`config.mk`:
```
export PLATFORM = sky130hd
export DESIGN_NAME = lsb_stego_core
export DESIGN_NICKNAME = d
export VERILOG_FILES = /design/src/rtl/stego_pkg.sv /design/src/rtl/stego_msg_fifo.sv /design/src/rtl/lsb_stego_core.sv
export SDC_FILE = /design/constraint.sdc
export NUM_CORES = 1
export LEC_CHECK = 0
export BUFFER_PORTS_ARGS = -buffer_cell sky130_fd_sc_hd__buf_2
export CAP_MARGIN = 25
export CORE_UTILIZATION = 50
export DETAILED_ROUTE_END_ITERATION = 8
export PLACE_DENSITY = 0.68
export REMOVE_ABC_BUFFERS = 1
export SYNTH_ARGS = -nofsm -noshare
export SYNTH_HDL_FRONTEND = slang
export SYNTH_SLANG_ARGS = --single-unit
```
`constraint.sdc`:
```
create_clock -name clk -period 8.2 [get_ports clk]
set_input_delay 0 -clock clk [delete_from_list [all_inputs] [get_ports clk]]
set_output_delay 0 -clock clk [all_outputs]
set_load 0.005 [all_outputs]
```
`src/rtl/stego_pkg.sv`:
```
// Shared types and helpers for the LSB steganography core.
package stego_pkg;

  typedef enum logic {
    EMBED   = 1'b0,
    EXTRACT = 1'b1
  } mode_e;

  typedef enum logic [1:0] {
    IDLE = 2'd0,
    RUN  = 2'd1,
    DONE = 2'd2
  } state_e;

  // Number of message bits carried by one pixel.
  function automatic int bits_per_pix(input int num_ch, input int bpc);
    return num_ch * bpc;
  endfunction

endpackage

```
`src/rtl/stego_msg_fifo.sv`:
```
// Byte FIFO holding message data for embedding; read data is available
// combinationally so a pop can be consumed in the same cycle.
module stego_msg_fifo #(
  parameter int DEPTH = 16
) (
  input  logic       clk,
  input  logic       HRESETn,
  input  logic       push,
  input  logic       pop,
  input  logic [7:0] din,
  output logic       full,
  output logic       empty,
  output logic [7:0] dout
);
  localparam int AW = $clog2(DEPTH);

  logic [7:0]    mem [DEPTH];
  logic [AW-1:0] wr_ptr_reg;
  logic [AW-1:0] rd_ptr_reg;
  logic [AW:0]   count_reg;
  logic [AW:0]   count_next;
  logic          full_reg;
  logic          do_push;
  logic          do_pop;

  // A push while full is dropped even when a pop frees a slot this cycle.
  assign do_push = push && !full_reg;
  assign do_pop  = pop && (count_reg != '0);

  always_comb begin
    count_next = count_reg;
    if (do_push && !do_pop)
      count_next = count_reg + 1'b1;
    else if (do_pop && !do_push)
      count_next = count_reg - 1'b1;
  end

  always_ff @(posedge clk or negedge HRESETn) begin
    if (!HRESETn) begin
      wr_ptr_reg <= '0;
      rd_ptr_reg <= '0;
      count_reg  <= '0;
      full_reg   <= 1'b0;
    end else begin
      if (do_push)
        wr_ptr_reg <= wr_ptr_reg + 1'b1;
      if (do_pop)
        rd_ptr_reg <= rd_ptr_reg + 1'b1;
      count_reg <= count_next;
      full_reg  <= (count_next == (AW+1)'(DEPTH));
    end
  end

  always_ff @(posedge clk) begin
    if (do_push)
      mem[wr_ptr_reg] <= din;
  end

  assign dout  = mem[rd_ptr_reg];
  assign full  = full_reg;
  assign empty = (count_reg == '0);

endmodule

```
`src/rtl/lsb_stego_core.sv`:
```
// Streaming LSB embedder/extractor: hides message bits in the low BPC bits of
// each colour channel, or recovers them, with valid/ready on both pixel ports.
module lsb_stego_core
  import stego_pkg::*;
#(
  parameter int DATA_W    = 8,
  parameter int NUM_CH    = 3,
  parameter int BPC       = 1,
  parameter int MSG_DEPTH = 16,
  parameter int LEN_W     = 16
) (
  input  logic                     clk,
  input  logic                     HRESETn,
  input  logic                     start,
  input  logic                     mode,
  input  logic [LEN_W-1:0]         msg_len,
  input  logic [7:0]               msg_in,
  input  logic                     msg_in_valid,
  output logic                     msg_full,
  input  logic [NUM_CH*DATA_W-1:0] pix_in,
  input  logic                     pix_in_valid,
  output logic                     pix_in_ready,
  output logic [NUM_CH*DATA_W-1:0] pix_out,
  output logic                     pix_out_valid,
  input  logic                     pix_out_ready,
  output logic [7:0]               msg_out,
  output logic                     msg_out_valid,
  output logic                     busy,
  output logic                     done
);
  localparam int PIX_W = NUM_CH * DATA_W;
  localparam int NB    = bits_per_pix(NUM_CH, BPC);
  localparam int BL_W  = LEN_W + 3;
  localparam int PI_W  = $clog2(PIX_W);

  state_e            state_reg;
  mode_e             mode_reg;
  logic [BL_W-1:0]   bits_left_reg;
  logic [15:0]       buf_reg;
  logic [4:0]        cnt_reg;
  logic [7:0]        asm_reg;
  logic [2:0]        asm_cnt_reg;
  logic [PIX_W-1:0]  pix_out_reg;
  logic              pix_out_valid_reg;
  logic [7:0]        msg_out_reg;
  logic              msg_out_valid_reg;
  logic              busy_reg;
  logic              done_reg;

  logic              fifo_empty;
  logic              fifo_pop;
  logic [7:0]        fifo_dout;
  logic              run_embed;
  logic              run_extract;
  logic [BL_W-1:0]   take_w;
  logic [3:0]        take;
  logic [15:0]       eff_buf;
  logic [4:0]        eff_cnt;
  logic              can_go;
  logic              accept;
  logic [PIX_W-1:0]  pix_mod;
  logic [7:0]        asm_next;
  logic [2:0]        asm_cnt_next;
  logic              byte_done;
  logic [7:0]        byte_val;
  logic [PI_W-1:0]   bit_pos [NB];

  // Message bit j lands in channel j/BPC, earliest bit at the top of the field.
  generate
    for (genvar gi = 0; gi < NB; gi++) begin : g_pos
      assign bit_pos[gi] = PI_W'((gi / BPC) * DATA_W + (BPC - 1 - (gi % BPC)));
    end
  endgenerate

  stego_msg_fifo #(.DEPTH(MSG_DEPTH)) u_fifo (
    .clk    (clk),
    .HRESETn(HRESETn),
    .push   (msg_in_valid),
    .pop    (fifo_pop),
    .din    (msg_in),
    .full   (msg_full),
    .empty  (fifo_empty),
    .dout   (fifo_dout)
  );

  assign run_embed   = (state_reg == RUN) && (mode_reg == EMBED);
  assign run_extract = (state_reg == RUN) && (mode_reg == EXTRACT);
  assign take_w      = (bits_left_reg < BL_W'(NB)) ? bits_left_reg : BL_W'(NB);
  assign take        = take_w[3:0];

  // Refill the bit buffer one byte at a time; popped bits are usable at once.
  assign fifo_pop = run_embed && (cnt_reg < 5'(NB)) &&
                    (bits_left_reg > BL_W'(cnt_reg)) && !fifo_empty;
  assign eff_buf  = fifo_pop ? {buf_reg[7:0], fifo_dout} : buf_reg;
  assign eff_cnt  = fifo_pop ? cnt_reg + 5'd8 : cnt_reg;

  assign can_go       = !(run_embed && (BL_W'(cnt_reg) < take_w) && fifo_empty);
  assign pix_in_ready = HRESETn && (!pix_out_valid_reg || pix_out_ready) && can_go;
  assign accept       = pix_in_valid && pix_in_ready;

  always_comb begin
    pix_mod      = pix_in;
    asm_next     = asm_reg;
    asm_cnt_next = asm_cnt_reg;
    byte_done    = 1'b0;
    byte_val     = asm_reg;
    for (int j = 0; j < NB; j++) begin
      if (4'(j) < take) begin
        if (run_embed)
          pix_mod[bit_pos[j]] = eff_buf[4'(eff_cnt - 5'd1 - 5'(j))];
        if (run_extract) begin
          asm_next = {asm_next[6:0], pix_in[bit_pos[j]]};
          if (asm_cnt_next == 3'd7) begin
            byte_done    = 1'b1;
            byte_val     = asm_next;
            asm_cnt_next = 3'd0;
          end else begin
            asm_cnt_next = asm_cnt_next + 3'd1;
          end
        end
      end
    end
  end

  always_ff @(posedge clk or negedge HRESETn) begin
    if (!HRESETn) begin
      state_reg         <= IDLE;
      mode_reg          <= EMBED;
      bits_left_reg     <= '0;
      buf_reg           <= '0;
      cnt_reg           <= '0;
      asm_reg           <= '0;
      asm_cnt_reg       <= '0;
      pix_out_reg       <= '0;
      pix_out_valid_reg <= 1'b0;
      msg_out_reg       <= '0;
      msg_out_valid_reg <= 1'b0;
      busy_reg          <= 1'b0;
      done_reg          <= 1'b0;
    end else begin
      msg_out_valid_reg <= 1'b0;
      if (accept) begin
        pix_out_reg       <= pix_mod;
        pix_out_valid_reg <= 1'b1;
      end else if (pix_out_ready) begin
        pix_out_valid_reg <= 1'b0;
      end

      case (state_reg)
        IDLE, DONE: begin
          if (start) begin
            mode_reg      <= mode_e'(mode);
            bits_left_reg <= {msg_len, 3'b000};
            buf_reg       <= '0;
            cnt_reg       <= '0;
            asm_reg       <= '0;
            asm_cnt_reg   <= '0;
            if (msg_len == '0) begin
              state_reg <= DONE;
              busy_reg  <= 1'b0;
              done_reg  <= 1'b1;
            end else begin
              state_reg <= RUN;
              busy_reg  <= 1'b1;
              done_reg  <= 1'b0;
            end
          end
        end
        RUN: begin
          buf_reg <= eff_buf;
          if (accept) begin
            cnt_reg       <= eff_cnt - 5'(take);
            bits_left_reg <= bits_left_reg - take_w;
            asm_reg       <= asm_next;
            asm_cnt_reg   <= asm_cnt_next;
            if (byte_done) begin
              msg_out_reg       <= byte_val;
              msg_out_valid_reg <= 1'b1;
            end
            if (bits_left_reg == take_w) begin
              state_reg <= DONE;
              busy_reg  <= 1'b0;
              done_reg  <= 1'b1;
            end
          end else begin
            cnt_reg <= eff_cnt;
          end
        end
        default: state_reg <= IDLE;
      endcase
    end
  end

  assign pix_out       = pix_out_reg;
  assign pix_out_valid = pix_out_valid_reg;
  assign msg_out       = msg_out_reg;
  assign msg_out_valid = msg_out_valid_reg;
  assign busy          = busy_reg;
  assign done          = done_reg;

endmodule
```
==> summary.txt, run 1 <==
combinational share of power -> 42.8%
vias in the first global route -> 8347
Largest register FFs -> 128
Final WS setup -> 3470 ps
Final Non-Filler Cells -> 1448
Synth warnings -> 0
count of pins over their slew limit -> 0
1st-pass router iterations -> 4
most frequent cells in the layout -> 128 x edfxtp_1, 103 x dfrtp_1, 91 x buf_2, 86 x nand2_1, 62 x o21ai_0
final WL -> 27300 um
vias per inst -> 5.81
row count -> 55
most common cell after layout, fill and taps aside -> edfxtp_1
DP Cell Count -> 1342
initial core utilization -> 51.2%
Worst EP required -> 8620 ps
post-CTS sizing -> 0
Area growth syn-to-layout -> 19.5%
Placer Congestion -> 0.850
internal power -> 0.00321 W
fmax -> 211 MHz
Die H -> 155 um
Port Buffer Count -> 92
Clock Tree Root -> clkbuf_16
outcome -> finished, final reports clean
Final Setup Violations -> 0
Post-synth EDFFs -> 128
Routed WL per cell -> 18.9 um
Seq cells post-synth -> 232
Final Cycle Share -> 57.7%
Reg power frac -> 33.8%
area fraction of the dominant cell type after synthesis -> 33.0%
H-tree depth -> 1
Max Root-Sink Buffers -> 3
post-synthesis instance area -> 11700 sq um
CP Class -> flip-flop to flip-flop
Design Power -> 0.00524 W
Sw Share -> 38.7%
largest net degree at the start of global routing -> 62
dpl hpwl -> 17600 um
total grt overflow -> 0
main area contributors after synthesis -> edfxtp_1 33%, dfrtp_1 22%, mux2i_1 4.6%
Clk pin slew, worst setup/hold paths -> 60 ps
pre-CTS setup slack -> 3510 ps
share of cells above drive strength 1 -> 19.6%
clock share of power -> 23.4%
ys flop type -> edfxtp_1
RSZ-0062 raised after global routing -> no
Worst Tran Pin Value -> 944 ps
CTS Sinks -> 232
Antenna Nets Post-Route -> 0
VDD IR max -> 0.237 mV
Setup crit start -> bits_left_reg[11]$_DFFE_PN0P_
n_diodes -> 0
TritonCTS buffer count -> 26
first-pass GRT wire length -> 43500 um
Crit Path Max Fanout -> 15
total die area -> 23900 sq um
Final Hold Viols -> 0
Tmin final -> 4730 ps
startpoint types -> flip-flop
P per Cell Area -> 376 nW/um^2
Hold Crit Class -> input port to asynchronous set/reset pin
Vias -> 8419
DRT iter0 DRCs -> 530
Reg2Reg Launch Point -> bits_left_reg[11]$_DFFE_PN0P_
net count reported at finish -> 1203
DRC -> 0
Layout fillers -> 1796
Max Cap Violations -> 0
IO Pins -> 93
crit end category -> flip-flop
Mean Syn Cell Area -> 12.1 sq um
synth unique cells -> 81
GRT Resource Usage Total -> 23.1%
antenna violations before repair -> 0
Mapped Cells -> 964
FFs w/ async S/R, synth -> 44.8%
setup tns final -> 0 ps
core box area -> 22800 sq um
LEAKAGE -> 5.60 nW
CTS tree -> yes
cell accounting for the most synthesized area -> edfxtp_1
flop2flop setup slack -> 3470 ps
die width -> 155 um
relative slew slack -> 36.8%
later-pin clock latency in the skew report -> 540 ps
Seq/Total Area, Yosys -> 55.3%
Worst Path Arrival -> 5150 ps
clk_skew -> 10.0 ps
NetSw -> 0.00202 W
cell families after synthesis:
logic type	count (synthesis)	share of synthesized area [%]
xor gates and xnor gates	21	1.69
buffers and inverters	67	2.72
AOI/OAI and AO/OA	249	14.0
adders and majority gates	32	3.50
and+or+nand+nor	255	10.8
DFF	232	55.3
other	1	0.0322
muxes	107	12.0
stage by stage:
stage	area [sq um]	utilization, %	hold WS [ps]
finish	13900	61.2	17.5
floorplan	11400	-	-296
global placement	12400	54.4	43.8
CTS	13900	61.1	20.2
detailed placement	12400	54.6	41.4
global route	13900	61.2	53.9
routing by layer:
metal / part of all wire (%) / global-route usage (%) / wire [um] / vias up
met5: 0 / 0 / 0 / -
li1: - / - / - / 3981
met3: 4.4 / 3.00 / 1220 / 35
met2: 48 / 38.7 / 13200 / 231
met4: 2.1 / 6.51 / 578 / 0
met1: 45 / 31.7 / 12300 / 4172
worst paths after layout:
kind                            cells past startpoint                               end
worst max-delay path                               15            msg_out[4]$_DFFE_PN0P_
worst min-delay path                                2     bits_left_reg[16]$_DFFE_PN0P_
worst max register to register                     15            msg_out[4]$_DFFE_PN0P_
worst min register to register                      2     bits_left_reg[17]$_DFFE_PN0P_
max in group asynchronous                           3  u_fifo.rd_ptr_reg[0]$_DFFE_PN0P_
min in group clk                                    3           pix_out[14]$_DFFE_PN0N_
worst max-delay path, stage by stage, from the launching register on:
cell,delay (ps)
dfrtp_1,410
or4_4,590
nor4b_4,510
nand2_1,210
o21ai_0,500
nor3_1,90
a21o_1,200
ha_1,200
ha_1,270
mux2_2,150
ha_1,160
nand2_1,270
a31oi_1,540
buf_4,270
o21ai_0,100
o22a_1,170
power groups by stage:
stage	Sequential (W)	Combinational, W	Clock (W)
global route	0.00181	0.00247	0.00129
CTS	0.00177	0.00223	0.00124
global placement	0.00178	0.00215	0
floorplan	0.00176	0.00155	0
finish	0.00177	0.00224	0.00123
detailed placement	0.00179	0.00219	0
cell usage after synthesis, drive strengths merged, types with 14 or more instances:
| library cell | instances |
|---|---|
| xnor2 | 17 |
| o22ai | 14 |
| nand3 | 14 |
| nor2 | 61 |
| ha | 31 |
| a21oi | 61 |
| mux2 | 30 |
| nor3 | 15 |
| and2 | 20 |
| o21ai | 66 |
| clkbuf | 34 |
| dfrtp | 104 |
| mux2i | 54 |
| inv | 23 |
| edfxtp | 128 |
| nand2 | 86 |
| mux4 | 23 |
layout make-up:
cell class	count	area, sq um	share of cell area [%]
clock inverter	18	249	1.79
timing repair buffer	164	1170	8.37
sequential	232	6450	46.3
multi-input combinational	668	4930	35.4
clock buffer	29	662	4.75
tap	313	392	2.81
inverter	24	90.1	0.647
repair_timing:
item	CTS	global route
endpoints found under the hold margin	221	0
buffers inserted	0	0
hold buffers	58	0
Power figures use the tool's default switching activity.
==> run 2, diff against run 1 <==
--- a/config.mk
+++ b/config.mk
@@ -9,7 +9,7 @@
 export CAP_MARGIN = 25
 export CORE_UTILIZATION = 50
 export DETAILED_ROUTE_END_ITERATION = 8
-export PLACE_DENSITY = 0.68
+export PLACE_DENSITY = 0.71
 export REMOVE_ABC_BUFFERS = 1
 export SYNTH_ARGS = -nofsm -noshare
 export SYNTH_HDL_FRONTEND = slang
==> constraint.sdc (replaced) <==
create_clock -name clk -period 4.3 [get_ports clk]
set_input_delay 0 -clock clk [delete_from_list [all_inputs] [get_ports clk]]
set_output_delay 0 -clock clk [all_outputs]
set_load 0.005 [all_outputs]
==> summary.txt, run 2 (synthesized netlist as in run 1, its figures left out) <==
IO Pins -> 93 (unchanged)
initial core utilization -> 51.2% (unchanged)
Port Buffer Count -> 92 (unchanged)
GRT Resource Usage Total -> 23.1% (about the same)
Final Cycle Share -> 92.5% (was 57.7%)
later-pin clock latency in the skew report -> 550 ps (was 540 ps)
first-pass GRT wire length -> 43500 um (about the same)
vias in the first global route -> 8161 (was 8347)
CTS tree -> yes (unchanged)
internal power -> 0.00608 W (was 0.00321 W)
Clock Tree Root -> clkbuf_16 (unchanged)
pre-CTS setup slack -> 372 ps (was 3510 ps)
Max Root-Sink Buffers -> 3 (unchanged)
Hold Crit Class -> input port to asynchronous set/reset pin (unchanged)
Tmin final -> 3980 ps (was 4730 ps)
Placed Area -> 12500 sq um (was 12400 sq um)
Sw Share -> 39.0% (was 38.7%)
VDD IR max -> 0.445 mV (was 0.237 mV)
TritonCTS buffer count -> 25 (was 26)
crit end category -> flip-flop (unchanged)
clk_skew -> 18.8 ps (was 10.0 ps)
total die area -> 23900 sq um (unchanged)
clock share of power -> 22.6% (was 23.4%)
startpoint types -> flip-flop (unchanged)
DRC -> 0 (unchanged)
row count -> 55 (unchanged)
dpl hpwl -> 17700 um (was 17600 um)
Final Hold Viols -> 0 (unchanged)
Clk pin slew, worst setup/hold paths -> 60 ps (about the same)
R2R cell count -> 17 (was 15)
Vias -> 8466 (was 8419)
core box area -> 22800 sq um (unchanged)
Final WS setup -> 324 ps (was 3470 ps)
setup tns final -> 0 ps (unchanged)
CP Class -> flip-flop to flip-flop (unchanged)
die width -> 155 um (unchanged)
Area growth syn-to-layout -> 20.3% (was 19.5%)
Die H -> 155 um (unchanged)
Placer Congestion -> 0.884 (was 0.850)
post-CTS sizing -> 0 (unchanged)
NetSw -> 0.00389 W (was 0.00202 W)
Reg2Reg Launch Point -> bits_left_reg[11]$_DFFE_PN0P_ (unchanged)
Largest register FFs -> 128 (unchanged)
count of pins over their slew limit -> 0 (unchanged)
final WL -> 27200 um (was 27300 um)
Routed WL per cell -> 18.6 um (was 18.9 um)
share of cells above drive strength 1 -> 21.1% (was 19.6%)
final instance area -> 14000 sq um (was 13900 sq um)
largest net degree at the start of global routing -> 57 (was 62)
vias per inst -> 5.77 (was 5.81)
Reg power frac -> 33.3% (was 33.8%)
combinational share of power -> 44.1% (was 42.8%)
worst r2r dst -> done$_DFFE_PN0P_ (was msg_out[4]$_DFFE_PN0P_)
antenna violations before repair -> 0 (unchanged)
flop2flop setup slack -> 320 ps (was 3470 ps)
fmax -> 252 MHz (was 211 MHz)
LEAKAGE -> 5.65 nW (was 5.60 nW)
Final Setup Violations -> 0 (unchanged)
Antenna Nets Post-Route -> 0 (unchanged)
Layout fillers -> 1740 (was 1796)
most common cell after layout, fill and taps aside -> edfxtp_1 (unchanged)
most frequent cells in the layout -> 128 x edfxtp_1, 103 x dfrtp_1, 91 x buf_2, 86 x nand2_1, 62 x o21ai_0 (unchanged)
Worst Tran Pin Value -> 878 ps (was 944 ps)
CTS Sinks -> 232 (unchanged)
relative slew slack -> 41.3% (was 36.8%)
1st-pass router iterations -> 5 (was 4)
net count reported at finish -> 1222 (was 1203)
Worst Path Arrival -> 4440 ps (was 5150 ps)
outcome -> finished, final reports clean (unchanged)
total grt overflow -> 0 (unchanged)
DRT iter0 DRCs -> 545 (was 530)
Crit Path Max Fanout -> 8 (was 15)
n_diodes -> 0 (unchanged)
P per Cell Area -> 711 nW/um^2 (was 376 nW/um^2)
Worst EP required -> 4760 ps (was 8620 ps)
H-tree depth -> 1 (unchanged)
Max Cap Violations -> 0 (unchanged)
## run 2: timing repair
action | CTS | global route
setup buffers | 0 | 4
setup endpoints to repair | 0 | 1
hold buffers | 59 | 0
hold endpoints to repair | 227 | 0
## run 2: area by class of cell
type	count	area, sq um	share of cell area (%)
Clock buffer	25	626	4.46
Clock inverter	21	249	1.77
Inverter	24	90.1	0.642
Multi-Input combinational cell	668	4930	35.1
Sequential cell	232	6450	46.0
Tap cell	313	392	2.79
Timing Repair Buffer	184	1300	9.26
## run 2: power by group through the flow
stage	combinational [W]	clock [W]	sequential [W]
final	0.00439	0.00225	0.00332
after global routing	0.00483	0.00236	0.00339
after detailed placement	0.00428	0	0.00335
after floorplan	0.00295	0	0.00336
after global placement	0.00422	0	0.00333
after CTS	0.00436	0.00228	0.00331
## run 2: how the worst max path moves through the flow
| stage | end | cells after the start | startpoint |
|---|---|---|---|
| 2_1_floorplan | msg_out[4]$_DFFE_PN0P_ | 14 | bits_left_reg[11]$_DFFE_PN0P_ |
| 5_1_grt | done$_DFFE_PN0P_ | 17 | bits_left_reg[11]$_DFFE_PN0P_ |
| 3_3_place_gp | msg_out[5]$_DFFE_PN0P_ | 16 | bits_left_reg[11]$_DFFE_PN0P_ |
| 4_1_cts | done$_DFFE_PN0P_ | 17 | bits_left_reg[11]$_DFFE_PN0P_ |
| 3_5_place_dp | msg_out[5]$_DFFE_PN0P_ | 16 | bits_left_reg[11]$_DFFE_PN0P_ |
| 6_report | done$_DFFE_PN0P_ | 17 | bits_left_reg[11]$_DFFE_PN0P_ |
## run 2: metrics by stage
| step | instances | total power, W | hold WS, ps | util, % |
|---|---|---|---|---|
| after floorplan | 924 | 0.00631 | -296 | - |
| after global placement | 1357 | 0.00755 | 211 | 55.0 |
| after detailed placement | 1357 | 0.00763 | 213 | 55.0 |
| after CTS | 1462 | 0.00996 | 199 | 61.4 |
| after global routing | 1467 | 0.0106 | 224 | 61.6 |
| final | 1467 | 0.00997 | 177 | 61.6 |
## run 2: critical path, cell delays in order, from the launching register on
cell	delay, ps
dfrtp_1	410
or4_4	590
nor4b_4	340
buf_4	200
nand3_1	90
ha_1	230
nor2b_1	110
o21ai_0	90
a21boi_0	170
o21ai_0	90
buf_4	150
a2111oi_2	280
buf_4	220
nand2_1	80
nand3_1	100
dlygate4sd3_1	550
o21ai_0	70
a21oi_1	140
## run 2: per-layer routing
metal  global-route usage, %  part of all wire [%]  vias to the layer above  routed length, um
met4                    7.92                   2.8                        0                768
met3                    3.28                   6.1                       50               1650
met1                    32.3                    44                     4121              12000
met2                    37.1                    47                      279              12800
met5                       0                     0                        -                  0
li1                        -                     -                     4016                  -
